## config.mk

```make
export PLATFORM = sky130hd
export DESIGN_NAME = uart_rx_periph
export DESIGN_NICKNAME = d
export VERILOG_FILES = /design/src/rtl/uart_rx_periph_pkg.sv /design/src/rtl/uart_rx_fifo.sv /design/src/rtl/uart_rx_periph.sv
export SDC_FILE = /design/constraint.sdc
export NUM_CORES = 1
export LEC_CHECK = 0
export ABC_CLOCK_PERIOD_IN_PS = 3390
export BUFFER_PORTS_ARGS = -buffer_cell sky130_fd_sc_hd__buf_4
export CORE_MARGIN = 3
export CORE_UTILIZATION = 49
export CTS_CLUSTER_DIAMETER = 30
export CTS_CLUSTER_SIZE = 20
export DETAILED_ROUTE_END_ITERATION = 10
export GPL_TIMING_DRIVEN = 0
export PLACE_DENSITY = 0.85
export SLEW_MARGIN = 40
export SYNTH_ARGS = -nofsm -noshare
export SYNTH_HDL_FRONTEND = slang
export SYNTH_HIERARCHICAL = 1
export SYNTH_SLANG_ARGS = --single-unit
```

## constraint.sdc

```tcl
create_clock -name clk -period 3.39 [get_ports clk]
set_input_delay 1.017 -clock clk [delete_from_list [all_inputs] [get_ports clk]]
set_output_delay 1.017 -clock clk [all_outputs]
set_load 0.01 [all_outputs]
```

## src/rtl/uart_rx_periph_pkg.sv

```systemverilog
// rtl/uart_rx_periph_pkg.sv - shared receiver state encodings, 8N1 oversample constants and default bus addresses
package uart_rx_periph_pkg;

  typedef enum logic [1:0] {
    ST_IDLE  = 2'd0,
    ST_START = 2'd1,
    ST_DATA  = 2'd2,
    ST_STOP  = 2'd3
  } rx_state_t;

  localparam logic [3:0] OS_MID  = 4'd7;
  localparam logic [3:0] OS_LAST = 4'd15;

  localparam logic [10:0] RX_DATA_ADDR_DEF = 11'd102;
  localparam logic [10:0] RX_STAT_ADDR_DEF = 11'd103;

endpackage

```

## src/rtl/uart_rx_fifo.sv

```systemverilog
// rtl/uart_rx_fifo.sv - synchronous receive FIFO; a push while full is taken only together with a pop
module uart_rx_fifo #(
  parameter int DEPTH = 4,
  parameter int WIDTH = 8
) (
  input  logic             clk,
  input  logic             reset_,
  input  logic             push,
  input  logic             pop,
  input  logic [WIDTH-1:0] din,
  output logic [WIDTH-1:0] dout,
  output logic             full,
  output logic             empty
);

  localparam int AW = (DEPTH > 1) ? $clog2(DEPTH) : 1;

  logic [WIDTH-1:0] mem [DEPTH];
  logic [AW-1:0]    wr_ptr;
  logic [AW-1:0]    rd_ptr;
  logic [AW:0]      count;
  logic             do_push;
  logic             do_pop;

  assign full    = (count == (AW+1)'(DEPTH));
  assign empty   = (count == '0);
  assign do_pop  = pop & ~empty;
  // When full, wr_ptr aliases rd_ptr: the popped slot is reused by the new byte.
  assign do_push = push & (~full | do_pop);
  assign dout    = mem[rd_ptr];

  always_ff @(posedge clk) begin
    if (do_push) mem[wr_ptr] <= din;
  end

  always_ff @(posedge clk or negedge reset_) begin
    if (!reset_) begin
      wr_ptr <= '0;
      rd_ptr <= '0;
      count  <= '0;
    end else begin
      if (do_push) wr_ptr <= wr_ptr + 1'b1;
      if (do_pop)  rd_ptr <= rd_ptr + 1'b1;
      case ({do_push, do_pop})
        2'b10:   count <= count + 1'b1;
        2'b01:   count <= count - 1'b1;
        default: count <= count;
      endcase
    end
  end

endmodule

```

## src/rtl/uart_rx_periph.sv

```systemverilog
// rtl/uart_rx_periph.sv - memory-mapped 8N1 UART receiver, 16x oversampling
// UART_RX_FIFO_EN selects a FIFO_DEPTH-entry FIFO instead of a single holding register.
module uart_rx_periph
  import uart_rx_periph_pkg::*;
#(
  parameter int          BAUD_DIV     = 27,
  parameter logic [10:0] RX_DATA_ADDR = RX_DATA_ADDR_DEF,
  parameter logic [10:0] RX_STAT_ADDR = RX_STAT_ADDR_DEF
`ifdef UART_RX_FIFO_EN
  , parameter int        FIFO_DEPTH   = 4
`endif
) (
  input  logic        clk,
  input  logic        reset_,
  input  logic        rx,
  input  logic [10:0] m_addr,
  input  logic        m_rd,
  input  logic        m_wr,
  input  logic        m_en,
  input  logic [7:0]  m_wr_data,
  output logic [7:0]  m_rd_data,
  output logic        rd_hit,
  output logic        rx_irq
);

  localparam logic [7:0] DIV_LAST = 8'(BAUD_DIV - 1);

  logic       rx_q1, rx_s;
  logic [7:0] div_cnt;
  logic       tick;
  rx_state_t  state, state_nxt;
  logic [3:0] os;
  logic [2:0] bi;
  logic [7:0] shift;
  logic       os_clr, os_inc, bi_clr, bi_inc, shift_en, push_req, frame_set;
  logic       rd_data_sel, rd_stat_sel, rd_data_q, wr_stat, pop;
  logic       valid, full, overrun_set;
  logic [7:0] head;
  logic       overrun, frame_err;
  logic [7:0] status;
  logic       unused_wr_bits;

  assign unused_wr_bits = ^{m_wr_data[7:3], m_wr_data[0]};

  always_ff @(posedge clk or negedge reset_) begin
    if (!reset_) begin
      rx_q1 <= 1'b1;
      rx_s  <= 1'b1;
    end else begin
      rx_q1 <= rx;
      rx_s  <= rx_q1;
    end
  end

  always_ff @(posedge clk or negedge reset_) begin
    if (!reset_) div_cnt <= 8'd0;
    else         div_cnt <= (div_cnt == DIV_LAST) ? 8'd0 : div_cnt + 8'd1;
  end
  assign tick = (div_cnt == DIV_LAST);

  always_ff @(posedge clk or negedge reset_) begin
    if (!reset_) state <= ST_IDLE;
    else         state <= state_nxt;
  end

  always_comb begin
    state_nxt = state;
    case (state)
      ST_IDLE:  if (!rx_s) state_nxt = ST_START;
      ST_START: if (tick && os == OS_MID) state_nxt = rx_s ? ST_IDLE : ST_DATA;
      ST_DATA:  if (tick && os == OS_LAST && bi == 3'd7) state_nxt = ST_STOP;
      ST_STOP:  if (tick && os == OS_LAST) state_nxt = ST_IDLE;
      default:  state_nxt = ST_IDLE;
    endcase
  end

  always_comb begin
    os_clr    = 1'b0;
    os_inc    = 1'b0;
    bi_clr    = 1'b0;
    bi_inc    = 1'b0;
    shift_en  = 1'b0;
    push_req  = 1'b0;
    frame_set = 1'b0;
    case (state)
      ST_IDLE: os_clr = ~rx_s;
      ST_START: if (tick) begin
        if (os == OS_MID) begin
          os_clr = 1'b1;
          bi_clr = 1'b1;
        end else begin
          os_inc = 1'b1;
        end
      end
      ST_DATA: if (tick) begin
        os_inc = 1'b1;
        if (os == OS_LAST) begin
          shift_en = 1'b1;
          bi_inc   = 1'b1;
        end
      end
      ST_STOP: if (tick) begin
        os_inc = 1'b1;
        if (os == OS_LAST) begin
          push_req  = rx_s;
          frame_set = ~rx_s;
        end
      end
      default: ;
    endcase
  end

  always_ff @(posedge clk or negedge reset_) begin
    if (!reset_) begin
      os    <= 4'd0;
      bi    <= 3'd0;
      shift <= 8'd0;
    end else begin
      if (os_clr)      os <= 4'd0;
      else if (os_inc) os <= os + 4'd1;
      if (bi_clr)      bi <= 3'd0;
      else if (bi_inc) bi <= bi + 3'd1;
      if (shift_en)    shift <= {rx_s, shift[7:1]};
    end
  end

  assign rd_data_sel = m_en & m_rd & (m_addr == RX_DATA_ADDR);
  assign rd_stat_sel = m_en & m_rd & (m_addr == RX_STAT_ADDR);
  assign rd_hit      = rd_data_sel | rd_stat_sel;
  assign wr_stat     = m_en & m_wr & (m_addr == RX_STAT_ADDR);

  // Pop only on the first cycle of a data read, however long the strobe is held.
  always_ff @(posedge clk or negedge reset_) begin
    if (!reset_) rd_data_q <= 1'b0;
    else         rd_data_q <= rd_data_sel;
  end
  assign pop = rd_data_sel & ~rd_data_q & valid;

  assign overrun_set = push_req & full & ~pop;

`ifdef UART_RX_FIFO_EN
  logic fifo_empty;

  uart_rx_fifo #(
    .DEPTH (FIFO_DEPTH),
    .WIDTH (8)
  ) u_fifo (
    .clk    (clk),
    .reset_ (reset_),
    .push   (push_req),
    .pop    (pop),
    .din    (shift),
    .dout   (head),
    .full   (full),
    .empty  (fifo_empty)
  );
  assign valid = ~fifo_empty;
`else
  logic [7:0] hold;
  logic       hold_valid;

  always_ff @(posedge clk or negedge reset_) begin
    if (!reset_) begin
      hold       <= 8'd0;
      hold_valid <= 1'b0;
    end else if (push_req && (!hold_valid || pop)) begin
      hold       <= shift;
      hold_valid <= 1'b1;
    end else if (pop) begin
      hold_valid <= 1'b0;
    end
  end
  assign head  = hold;
  assign valid = hold_valid;
  assign full  = hold_valid;
`endif

  // A flag being set wins over a W1C on the same cycle.
  always_ff @(posedge clk or negedge reset_) begin
    if (!reset_) begin
      overrun   <= 1'b0;
      frame_err <= 1'b0;
    end else begin
      if (overrun_set)                   overrun <= 1'b1;
      else if (wr_stat && m_wr_data[1])  overrun <= 1'b0;
      if (frame_set)                     frame_err <= 1'b1;
      else if (wr_stat && m_wr_data[2])  frame_err <= 1'b0;
    end
  end

  assign status = {5'b0, frame_err, overrun, valid};
  assign rx_irq = valid;

  always_comb begin
    m_rd_data = 8'h00;
    if (rd_data_sel)      m_rd_data = valid ? head : 8'h00;
    else if (rd_stat_sel) m_rd_data = status;
  end

endmodule

```

Yosys cells after proc, flatten, opt, wreduce, memory -nomap -nowiden
Index checks and enable logic that the tools add are counted.
{"block": "word_totals", "regBits": 39, "in_bits": 25, "out_inout_bits": 10}
{"block": "classes", "reduce_logical": 16, "muxes": 37, "addsub": 3, "n_eq_ne": 13, "n_bitwise": 13}
{"operator": "two-way mux 8 bit", "n": 3}
{"operator": "equality test 11 x 7 -> 1 bit (second input constant)", "n": 2}
{"operator": "two-way mux 1 bit", "n": 21}
{"operator": "two-way mux 2 bit", "n": 5}
{"operator": "nonzero test 2 bit", "n": 5}
{"operator": "bitwise AND 1 bit", "n": 9}
{"operator": "two-way mux 3 bit", "n": 3}
{"operator": "adder 8 x 1 -> 8 bit (second input constant)", "n": 1}
{"operator": "equality test 8 x 5 -> 1 bit (second input constant)", "n": 1}
{"operator": "two-way mux 4 bit", "n": 2}
{"operator": "inequality test 2 bit (second input constant)", "n": 4}
{"operator": "one-hot mux 2 bit (4 select lines)", "n": 1}
{"operator": "logical AND 1 bit", "n": 6}
{"operator": "adder 4 x 1 -> 4 bit (second input constant)", "n": 1}
{"operator": "equality test 2 bit (second input constant)", "n": 2}
{"operator": "equality test 4 x 3 -> 1 bit (second input constant)", "n": 1}
{"operator": "equality test 4 bit (second input constant)", "n": 1}
{"operator": "one-hot mux 1 bit (2 select lines)", "n": 2}
{"operator": "AND reduction 4 bit", "n": 1}
{"operator": "adder 3 x 1 -> 3 bit (second input constant)", "n": 1}
{"operator": "equality test 3 bit (second input constant)", "n": 1}
{"operator": "NOT 1 bit", "n": 3}
{"operator": "equality test 2 x 1 -> 1 bit (second input constant)", "n": 1}
{"operator": "zero test 2 bit", "n": 1}
{"operator": "other kinds (4)", "n": 4}

Depth between registers and ports, before layout
Gate-level depths: netlist (run 1).
{"block": "logic_depth", "ltp_word": 7, "ltp_mapped": 7, "ltp_nobuf": 6}

Worst setup path before layout (run 1)
No wires, ideal clock.
{"block": "synth_timing", "path_type": "input port to output port", "startpoint": "input port m_addr[9]", "endpoint": "output port m_rd_data[3]", "path_buffers": 1, "slack_ns": -0.178, "stages": 5, "required_ns": 2.373, "arrival_time_ns": 2.551, "path_cell_list": "or4b_4 > or4_1 > clkbuf_1 > nor2b_1 > and2_1"}
{"block": "synth_between", "elab_chain_len": 3}
{"item": "start, declared", "line_no": "uart_rx_periph.sv:16", "source": "input logic [10:0] m_addr,"}
{"item": "equality test 11 x 7 -> 1 bit", "line_no": "uart_rx_periph.sv:127", "source": "assign rd_data_sel = m_en & m_rd & (m_addr == RX_DATA_ADDR);"}
{"item": "bitwise AND 1 bit", "line_no": "uart_rx_periph.sv:127"}
{"item": "two-way mux 8 bit", "line_no": "uart_rx_periph.sv:196", "source": "if (rd_data_sel) m_rd_data = valid ? head : 8'h00;"}
{"item": "end, declared", "line_no": "uart_rx_periph.sv:21", "source": "output logic [7:0] m_rd_data,"}
Every way passes these cells.

Worst setup path after layout (run 1)
{"block": "layout_timing", "startpoint": "input port m_addr[10]", "endpoint": "output port m_rd_data[7]"}
The elaborated chain is that of the path after synthesis.

==> flow_summary.json, run 1 <==
{
  "required_ns": 2.37,
  "cts_buffers": 5,
  "insertion_delay_ns": 0.29,
  "fin_crit_sh_pct": 107,
  "min_path_type": "flip-flop to flip-flop",
  "syn_area_mm2": 0.00192,
  "r2r_start": "div_cnt[0]$_DFF_PN0_",
  "p_per_area_mw_per_mm2": 358,
  "syn_to_final_growth_pct": 22.8,
  "antenna_found_initial": 0,
  "synth-seq-cells": 39,
  "cts_tree": "built",
  "cts_sinks": 39,
  "h-tree-depth": 2,
  "start_util_pct": 51.7,
  "core_area_mm2": 0.00372,
  "ys_seq_area_share_pct": 50.9,
  "clkTransAtPathRegs_ns": 0.07,
  "critPathArrivalTime_ns": 2.60,
  "cts-root-buf": "clkbuf_8",
  "p_seq_share_pct": 55.5,
  "violations": "negative setup slack",
  "netSwitchingPower_uw": 175,
  "fin_skew_ns": 0.0115,
  "grt_remaining_overflow": 0,
  "ir_drop_v": 0.000191,
  "ys_types": 43,
  "drc": 0,
  "ant_nets": 0,
  "yosysWarnings": 6,
  "fin_cells": 252,
  "place.port_buffers": 28,
  "finalMaxSlewViolations": 0,
  "grt_pass1_wl_um": 6150,
  "p_total_uw": 844,
  "crit_fanout": 5,
  "relSlewSlack_pct": 49.6,
  "fmax_mhz": 276,
  "vias": 1377,
  "regToRegSetupSlack_ns": 0.81,
  "dp_cells": 243,
  "first_global_vias": 1359,
  "synth_top_cell_by_area": "dfrtp_1",
  "dieArea_mm2": 0.00471,
  "hold-path-endpoint": "rx_s$_DFF_PN1_",
  "pwr-share-clk_pct": 40.5,
  "hold_slack_ns": 0.368,
  "hold_viol_final": 0,
  "critPathLaunchType": "input port",
  "gp_congestion": 0.749,
  "async_reset_ff_share_pct": 100,
  "yosysTopAreaCellShare_pct": 48.2,
  "grtUsageTotal_pct": 17.9,
  "nets": 233,
  "clockBufferDepth": 2,
  "rows": 22,
  "synth_flop_cell": "dfrtp_1",
  "ctsHoldBuffers": 0,
  "vias_per_cell": 5.46,
  "internal-power_uw": 670,
  "power_leakage_nw": 1.15,
  "hpwl_um": 2600,
  "grt_max_degree": 40,
  "rsz0062_at_grt": "yes",
  "r2r_cells": 7,
  "drive_gt1_share_pct": 35.8,
  "setup_viol": 9,
  "whs_path_depth": 0,
  "min_from": "rx_q1$_DFF_PN1_",
  "synth_area_leaders": "dfrtp_1 (48%), mux2_4 (6.3%), mux2_2 (4.7%), ha_1 (3.3%), nor2_1 (3.1%)",
  "avgSynthCellArea_um2": 11.5,
  "synth_edf_count": 0,
  "synth_fp_nets": 197,
  "combPwrFrac_pct": 4.0,
  "fin_setup_tns_ns": -1.81,
  "num_antenna_cells": 0,
  "drt_first_pass_iters": 4,
  "tightest_slew_ns": 0.746,
  "synth_cells": 167,
  "period_needed_ns": 3.62,
  "p_sw_share_pct": 20.7,
  "wire_per_inst_um": 14.7,
  "drtIter0Drc": 35,
  "reg2reg_to": "head[6]$_DFFE_PN0P_",
  "maxCapViolCount": 0,
  "fin_ws_ns": -0.231,
  "path_class": "input port to output pin",
  "routed_wl_um": 3700,
  "ioPinCount": 35,
  "die_y_um": 68.6,
  "die_width_um": 68.6,
  "cp-end-kind": "output pin",
  "status": "finished with violations"
}
-- power groups by stage --
stage | sequential [mW] | combinational, mW | clock, mW
2_1_floorplan | 0.477 | 0.00565 | 0
3_3_place_gp | 0.478 | 0.0317 | 0
3_5_place_dp | 0.478 | 0.0331 | 0
4_1_cts | 0.469 | 0.0348 | 0.348
5_1_grt | 0.469 | 0.0375 | 0.365
6_report | 0.469 | 0.0338 | 0.342
-- worst max-delay path, stage by stage --
cell	delay (ns)
buf_6	0.09
or4b_4	0.53
or4_4	0.53
nor2b_4	0.18
and2_4	0.16
buf_6	0.09
-- worst max-delay path by stage --
| stage | start | end | cells past startpoint |
|---|---|---|---|
| global placement | m_addr[9] | m_rd_data[5] | 7 |
| global route | m_addr[10] | m_rd_data[7] | 6 |
| detailed placement | m_addr[9] | m_rd_data[3] | 7 |
| floorplan | m_addr[9] | m_rd_data[3] | 5 |
| finish | m_addr[10] | m_rd_data[7] | 6 |
| CTS | m_addr[10] | m_rd_data[3] | 7 |
-- final cells by class --
class                      instances  area, um^2
fill                             282        1360
sequential                        39         978
multi-input combinational        117         921
timing repair buffer              30         251
clock buffer                       7        96.3
tap                               48        60.1
buffer                             5        26.3
inverter                           5        18.8
clock inverter                     1        7.51
-- cell families (layout without fill, tap and decap cells) --
group	count (synthesis)	count (layout)	share of synthesized area (%)
AO/OA/AOI/OAI	21	21	8.59
adder cells (fa/ha/maj)	5	5	3.26
buffers and inverters	11	48	2.54
multiplexers	17	17	11.5
flip-flops	39	39	50.9
XOR/XNOR	7	7	3.19
AND/OR/NAND/NOR	67	67	20.1
-- repair_timing --
item / CTS / global route
setup endpoints to repair: 9 / 9
gates resized for setup: 11 / 0
buffers inserted: 2 / 0
pin swaps: 4 / 4
-- flip-flops by register name, summed over array words and instances (netlist names), named ones only --
signal and count:
bi 3, div_cnt 8, frame_err 1, head 8, os 4, overrun 1, rd_data_q 1, rx_irq 1
rx_q1 1, rx_s 1, shift 8, state 1
-- placed cells by master (no fill, tap or decap), drive strengths merged, types with 2 or more instances in the layout --
| cell | n |
|---|---|
| dfstp | 2 |
| inv | 5 |
| nand3 | 7 |
| dfrtp | 37 |
| o21ai | 3 |
| nor2 | 16 |
| ha | 5 |
| buf | 31 |
| and3 | 4 |
| xor2 | 2 |
| nand4 | 6 |
| nand2 | 5 |
| nor2b | 3 |
| xnor2 | 5 |
| or2 | 3 |
| o22ai | 3 |
| or3b | 3 |
| and2 | 7 |
| nand4b | 2 |
| mux2 | 16 |
| a21oi | 4 |
| clkbuf | 11 |
| nor3b | 2 |
| a22oi | 2 |
| nor3 | 4 |
-- Yosys cell counts (2+ instances only) --
| cell type | count |
|---|---|
| xor2_1 | 2 |
| nor2_1 | 16 |
| and3_1 | 4 |
| o21ai_0 | 3 |
| nand4b_1 | 2 |
| clkbuf_1 | 5 |
| o22ai_1 | 3 |
| inv_1 | 5 |
| nand3_1 | 7 |
| dfstp_2 | 2 |
| mux2_4 | 8 |
| ha_1 | 5 |
| xnor2_1 | 5 |
| mux2_2 | 8 |
| nand2_1 | 5 |
| or2_2 | 3 |
| nand4_1 | 6 |
| nor2b_1 | 3 |
| and2_1 | 7 |
| dfrtp_1 | 37 |
| a21oi_1 | 4 |
| nor3_1 | 4 |
| a22oi_1 | 2 |
| nor3b_1 | 2 |
-- metrics by stage --
stage | cell area, um^2 | worst slack (ns) | utilization (%)
floorplan | 1940 | -0.123 | -
global placement | 2210 | -0.395 | 59.6
detailed placement | 2210 | -0.413 | 59.6
CTS | 2370 | -0.315 | 63.9
global route | 2360 | -0.254 | 63.5
finish | 2360 | -0.231 | 63.5
-- layer usage --
layer	wire (um)	global-route usage [%]
met5	0	0
met4	57	6.70
met3	262	3.24
met2	1850	30.9
met1	1530	22.2
No activity file was read; power rests on OpenSTA's default activity.
==> inputs of run 2 (changes only) <==
==> constraint.sdc (replaced) <==
create_clock -name clk -period 3.39 [get_ports clk]
set_input_delay 1.017 -clock clk [delete_from_list [all_inputs] [get_ports clk]]
set_output_delay 1.017 -clock clk [all_outputs]
set_load 0.1 [all_outputs]
==> flow_summary.json, run 2 (synthesis results as in run 1) <==
{
  "r2r_start": "div_cnt[0]$_DFF_PN0_",
  "cts_sinks": 39,
  "vias_per_cell": 5.45,
  "cp-end-kind": "output pin",
  "clockBufferDepth": 2,
  "h-tree-depth": 2,
  "critPathLaunchType": "input port",
  "first_global_vias": 1477,
  "core_area_mm2": 0.00372,
  "grt_pass1_wl_um": 6530,
  "cts-root-buf": "clkbuf_8",
  "fin_crit_sh_pct": 111,
  "drc": 0,
  "setup_viol": 9,
  "path_class": "input port to output pin",
  "layout_common_cells": "dfrtp_1 (37), buf_4 (18), nor2_1 (13)",
  "rows": 22,
  "ff_latch_area_um2": 978,
  "critPathArrivalTime_ns": 2.73,
  "whs_path_depth": 0,
  "dieArea_mm2": 0.00471,
  "drive_gt1_share_pct": 38.0,
  "critPathTopFamily": "simple AND/OR/NAND/NOR gates",
  "worstPathCellList": "buf_6 -> or4b_4 -> or4_4 -> nor2b_4 -> and2_4 -> buf_12",
  "num_antenna_cells": 0,
  "grtUsageTotal_pct": 19.1,
  "fin_setup_tns_ns": -2.81,
  "maxCapViolCount": 0,
  "insertion_delay_ns": 0.29,
  "antenna_found_initial": 0,
  "cts_buffers": 5,
  "worst-path-buf-inv": 2,
  "min_path_type": "flip-flop to flip-flop",
  "hpwl_um": 2570,
  "r2r_cells": 7,
  "p_per_area_mw_per_mm2": 322,
  "die_width_um": 68.6,
  "regToRegSetupSlack_ns": 0.95,
  "violations": "negative setup slack",
  "routed_wl_um": 3960,
  "required_ns": 2.37,
  "fmax_mhz": 267,
  "layout_commonest_cell": "dfrtp_1",
  "relSlewSlack_pct": 54.6,
  "gp_congestion": 0.755,
  "syn_to_final_growth_pct": 30.1,
  "ioPinCount": 35,
  "reg2reg_to": "head[3]$_DFFE_PN0P_",
  "drtIter0Drc": 65,
  "fin_ws_ns": -0.362,
  "post-route-util_pct": 67.3,
  "place.port_buffers": 28,
  "ctsHoldBuffers": 0,
  "status": "finished with violations",
  "wire_per_inst_um": 15.7,
  "grt_max_degree": 40,
  "fillers": 278,
  "vias": 1379,
  "cts_tree": "built",
  "min_from": "rx_q1$_DFF_PN1_",
  "clkTransAtPathRegs_ns": 0.07,
  "nets": 234,
  "rsz0062_at_grt": "yes",
  "start_util_pct": 51.7,
  "die_y_um": 68.6,
  "drt_first_pass_iters": 4,
  "finalMaxSlewViolations": 0,
  "period_needed_ns": 3.75,
  "hold_viol_final": 0,
  "crit_slowest_cell": "or4_4",
  "crit_fanout": 5,
  "power_leakage_nw": 1.17,
  "ant_nets": 0,
  "ir_drop_v": 0.000266,
  "fin_skew_ns": 0.00346,
  "hold-path-endpoint": "rx_s$_DFF_PN1_",
  "grt_remaining_overflow": 0,
  "cpPeakStageDelay_ns": 0.56,
  "tightest_slew_ns": 0.679,
  "multi_input_area_um2": 947
}
run 2: metrics by stage:
step           hold slack, ns  total power [mW]  setup WS (ns)  area, um^2  std cells
2_1_floorplan           0.345             0.484         -0.338        1980        167
3_3_place_gp            0.346             0.510         -0.580        2250        243
3_5_place_dp            0.350             0.511         -0.612        2250        243
4_1_cts                 0.361             0.821         -0.432        2510        254
5_1_grt                 0.366             0.845         -0.394        2500        253
6_report                0.359             0.805         -0.362        2500        253
run 2: area by class of cell:
cell class / count / share of cell area (%)
Timing Repair Buffer: 31 / 15.1
Clock buffer: 5 / 2.75
Multi-Input combinational cell: 117 / 37.9
Buffer: 5 / 1.05
Clock inverter: 3 / 0.800
Sequential cell: 39 / 39.1
Inverter: 5 / 0.900
Tap cell: 48 / 2.40
run 2: routing by layer:
metal	wire length (um)	vias up	part of all wire [%]	global-route usage (%)
met4	57	0	1.4	8.44
met1	1640	677	41	20.4
li1	-	669	-	-
met5	0	-	0	0
met2	2130	27	54	35.5
met3	135	6	3.4	4.38
run 2: how the worst max path moves through the flow:
stage,start,cells past startpoint,to,slack [ns]
CTS,m_addr[10],7,m_rd_data[4],-0.43
global placement,m_addr[9],7,m_rd_data[5],-0.58
detailed placement,m_addr[9],7,m_rd_data[4],-0.61
finish,m_addr[10],6,m_rd_data[4],-0.36
floorplan,m_addr[9],4,m_rd_data[0],-0.34
global route,m_addr[10],6,m_rd_data[4],-0.39
run 2: what timing repair did:
action,in CTS,in global routing
setup endpoints to repair,9,9
resized for setup,30,0
buffers inserted,3,0
cloned,0,0
pin swaps,4,3
run 2: report_power, final:
group          switching [mW]  leakage (nW)  internal, mW
logic                  0.0168         0.618        0.0177
clock network           0.159        0.0402         0.143
registers             0.00149         0.508         0.467
total                   0.178          1.17         0.628
==> inputs of run 3 (changes only) <==
--- a/config.mk
+++ b/config.mk
@@ -5,9 +5,8 @@
 export SDC_FILE = /design/constraint.sdc
 export NUM_CORES = 1
 export LEC_CHECK = 0
-export ABC_CLOCK_PERIOD_IN_PS = 3390
+export ABC_CLOCK_PERIOD_IN_PS = 3010
 export BUFFER_PORTS_ARGS = -buffer_cell sky130_fd_sc_hd__buf_4
-export CORE_MARGIN = 3
 export CORE_UTILIZATION = 49
 export CTS_CLUSTER_DIAMETER = 30
 export CTS_CLUSTER_SIZE = 20
==> constraint.sdc (replaced) <==
create_clock -name clk -period 3.01 [get_ports clk]
set_input_delay 0.903 -clock clk [delete_from_list [all_inputs] [get_ports clk]]
set_output_delay 0.903 -clock clk [all_outputs]
set_load 0.1 [all_outputs]
==> flow_summary.json, run 3 (synthesis results as in run 1) <==
{
  "status": "finished with violations",
  "violations": "negative setup slack",
  "vias_per_cell": 5.49,
  "drc": 0,
  "fmax_mhz": 283,
  "critPathArrivalTime_ns": 2.63,
  "maxCapViolCount": 0,
  "grtUsageTotal_pct": 21.5,
  "setup_viol": 9,
  "final_cell_area_mm2": 0.00251,
  "hold_viol_final": 0,
  "ff_latch_area_um2": 978,
  "grt_pass1_wl_um": 6660,
  "cts-root-buf": "clkbuf_8",
  "num_antenna_cells": 0,
  "layout_commonest_cell": "dfrtp_1",
  "cts_sinks": 39,
  "critPathLaunchType": "input port",
  "cpPeakStageDelay_ns": 0.56,
  "dp_cells": 243,
  "multi_input_area_um2": 941,
  "clkTransAtPathRegs_ns": 0.07,
  "die_y_um": 64.6,
  "core_area_mm2": 0.00372,
  "fin_crit_sh_pct": 117,
  "nets": 235,
  "insertion_delay_ns": 0.29,
  "tightest_slew_ns": 0.760,
  "first_global_vias": 1420,
  "min_from": "rx_q1$_DFF_PN1_",
  "ant_nets": 0,
  "wire_per_inst_um": 15.7,
  "fillers": 272,
  "worst-path-buf-inv": 2,
  "h-tree-depth": 2,
  "rows": 22,
  "power_leakage_nw": 1.18,
  "crit_fanout": 5,
  "layout_common_cells": "dfrtp_1 (37), buf_4 (20), nor2_1 (13)",
  "r2r_start": "div_cnt[0]$_DFF_PN0_",
  "ioPinCount": 35,
  "die_width_um": 64.6,
  "fin_cells": 254,
  "path_class": "input port to output pin",
  "cts_tree": "built",
  "p_total_uw": 999,
  "vias": 1394,
  "worstPathCellList": "buf_6 -> or4b_4 -> or4_4 -> nor2b_4 -> and2_4 -> buf_12",
  "routed_wl_um": 3980,
  "hpwl_um": 2460,
  "antenna_found_initial": 0,
  "start_util_pct": 51.7,
  "drt_first_pass_iters": 4,
  "gp_congestion": 0.804,
  "fin_ws_ns": -0.519,
  "place.port_buffers": 28,
  "dieArea_mm2": 0.00418,
  "min_path_type": "flip-flop to flip-flop",
  "grt_max_degree": 40,
  "critPathTopFamily": "simple AND/OR/NAND/NOR gates",
  "drtIter0Drc": 107,
  "fin_skew_ns": 0.0109,
  "critPathLaunch": "m_addr[10]",
  "place_ws_ns": -0.770,
  "period_needed_ns": 3.53,
  "relSlewSlack_pct": 48.6,
  "drive_gt1_share_pct": 37.9,
  "rsz0062_at_grt": "yes",
  "finalMaxSlewViolations": 0,
  "cts_buffers": 5,
  "clockBufferDepth": 2,
  "place_area_mm2": 0.00225,
  "p_per_area_mw_per_mm2": 397,
  "ir_drop_v": 0.000317,
  "syn_to_final_growth_pct": 30.8,
  "cp-end-kind": "output pin",
  "crit_slowest_cell": "or4_4",
  "required_ns": 2.11,
  "fin_setup_tns_ns": -4.26,
  "grt_remaining_overflow": 0
}
run 3: through the flow:
stage	util (%)	hold slack [ns]
3_5_place_dp	60.5	0.351
2_1_floorplan	-	0.345
3_3_place_gp	60.5	0.346
5_1_grt	67.6	0.368
4_1_cts	68.0	0.361
6_report	67.6	0.358
run 3: power by group:
group | switching [mW] | internal, mW
clock | 0.185 | 0.247
combinational | 0.0195 | 0.0199
sequential | 0.00173 | 0.526
run 3: final timing paths:
kind,to,slack (ns),depth (start not counted)
worst max-delay path,m_rd_data[4],-0.52,6
worst min-delay path,rx_s$_DFF_PN1_,0.36,0
worst max register to register,head[7]$_DFFE_PN0P_,0.45,7
worst min register to register,rx_s$_DFF_PN1_,0.36,0
max in group asynchronous,rx_q1$_DFF_PN1_,2.07,1
min in group asynchronous,rd_data_q$_DFF_PN0_,0.57,1
run 3: area by class of cell:
cell class	count	area share [%]
Buffer	5	1.05
Clock buffer	5	2.74
Clock inverter	3	1.74
Inverter	5	0.896
Multi-Input combinational cell	117	37.4
Sequential cell	39	38.9
Tap cell	48	2.39
Timing Repair Buffer	32	14.8
run 3: what timing repair did:
item | in CTS | in global routing
gates resized for setup | 30 | 0
pin swaps | 3 | 2
hold buffers | 0 | 0
buffers inserted | 4 | 0
endpoints found under the setup margin | 9 | 9
run 3: per-layer routing:
metal  GRT usage, %  wire length, um  up-vias
li1               -                -      677
met1           23.4             1660      677
met2           39.7             2090       30
met3           4.58              117       10
met4           9.17              108        0
met5              0                0        -
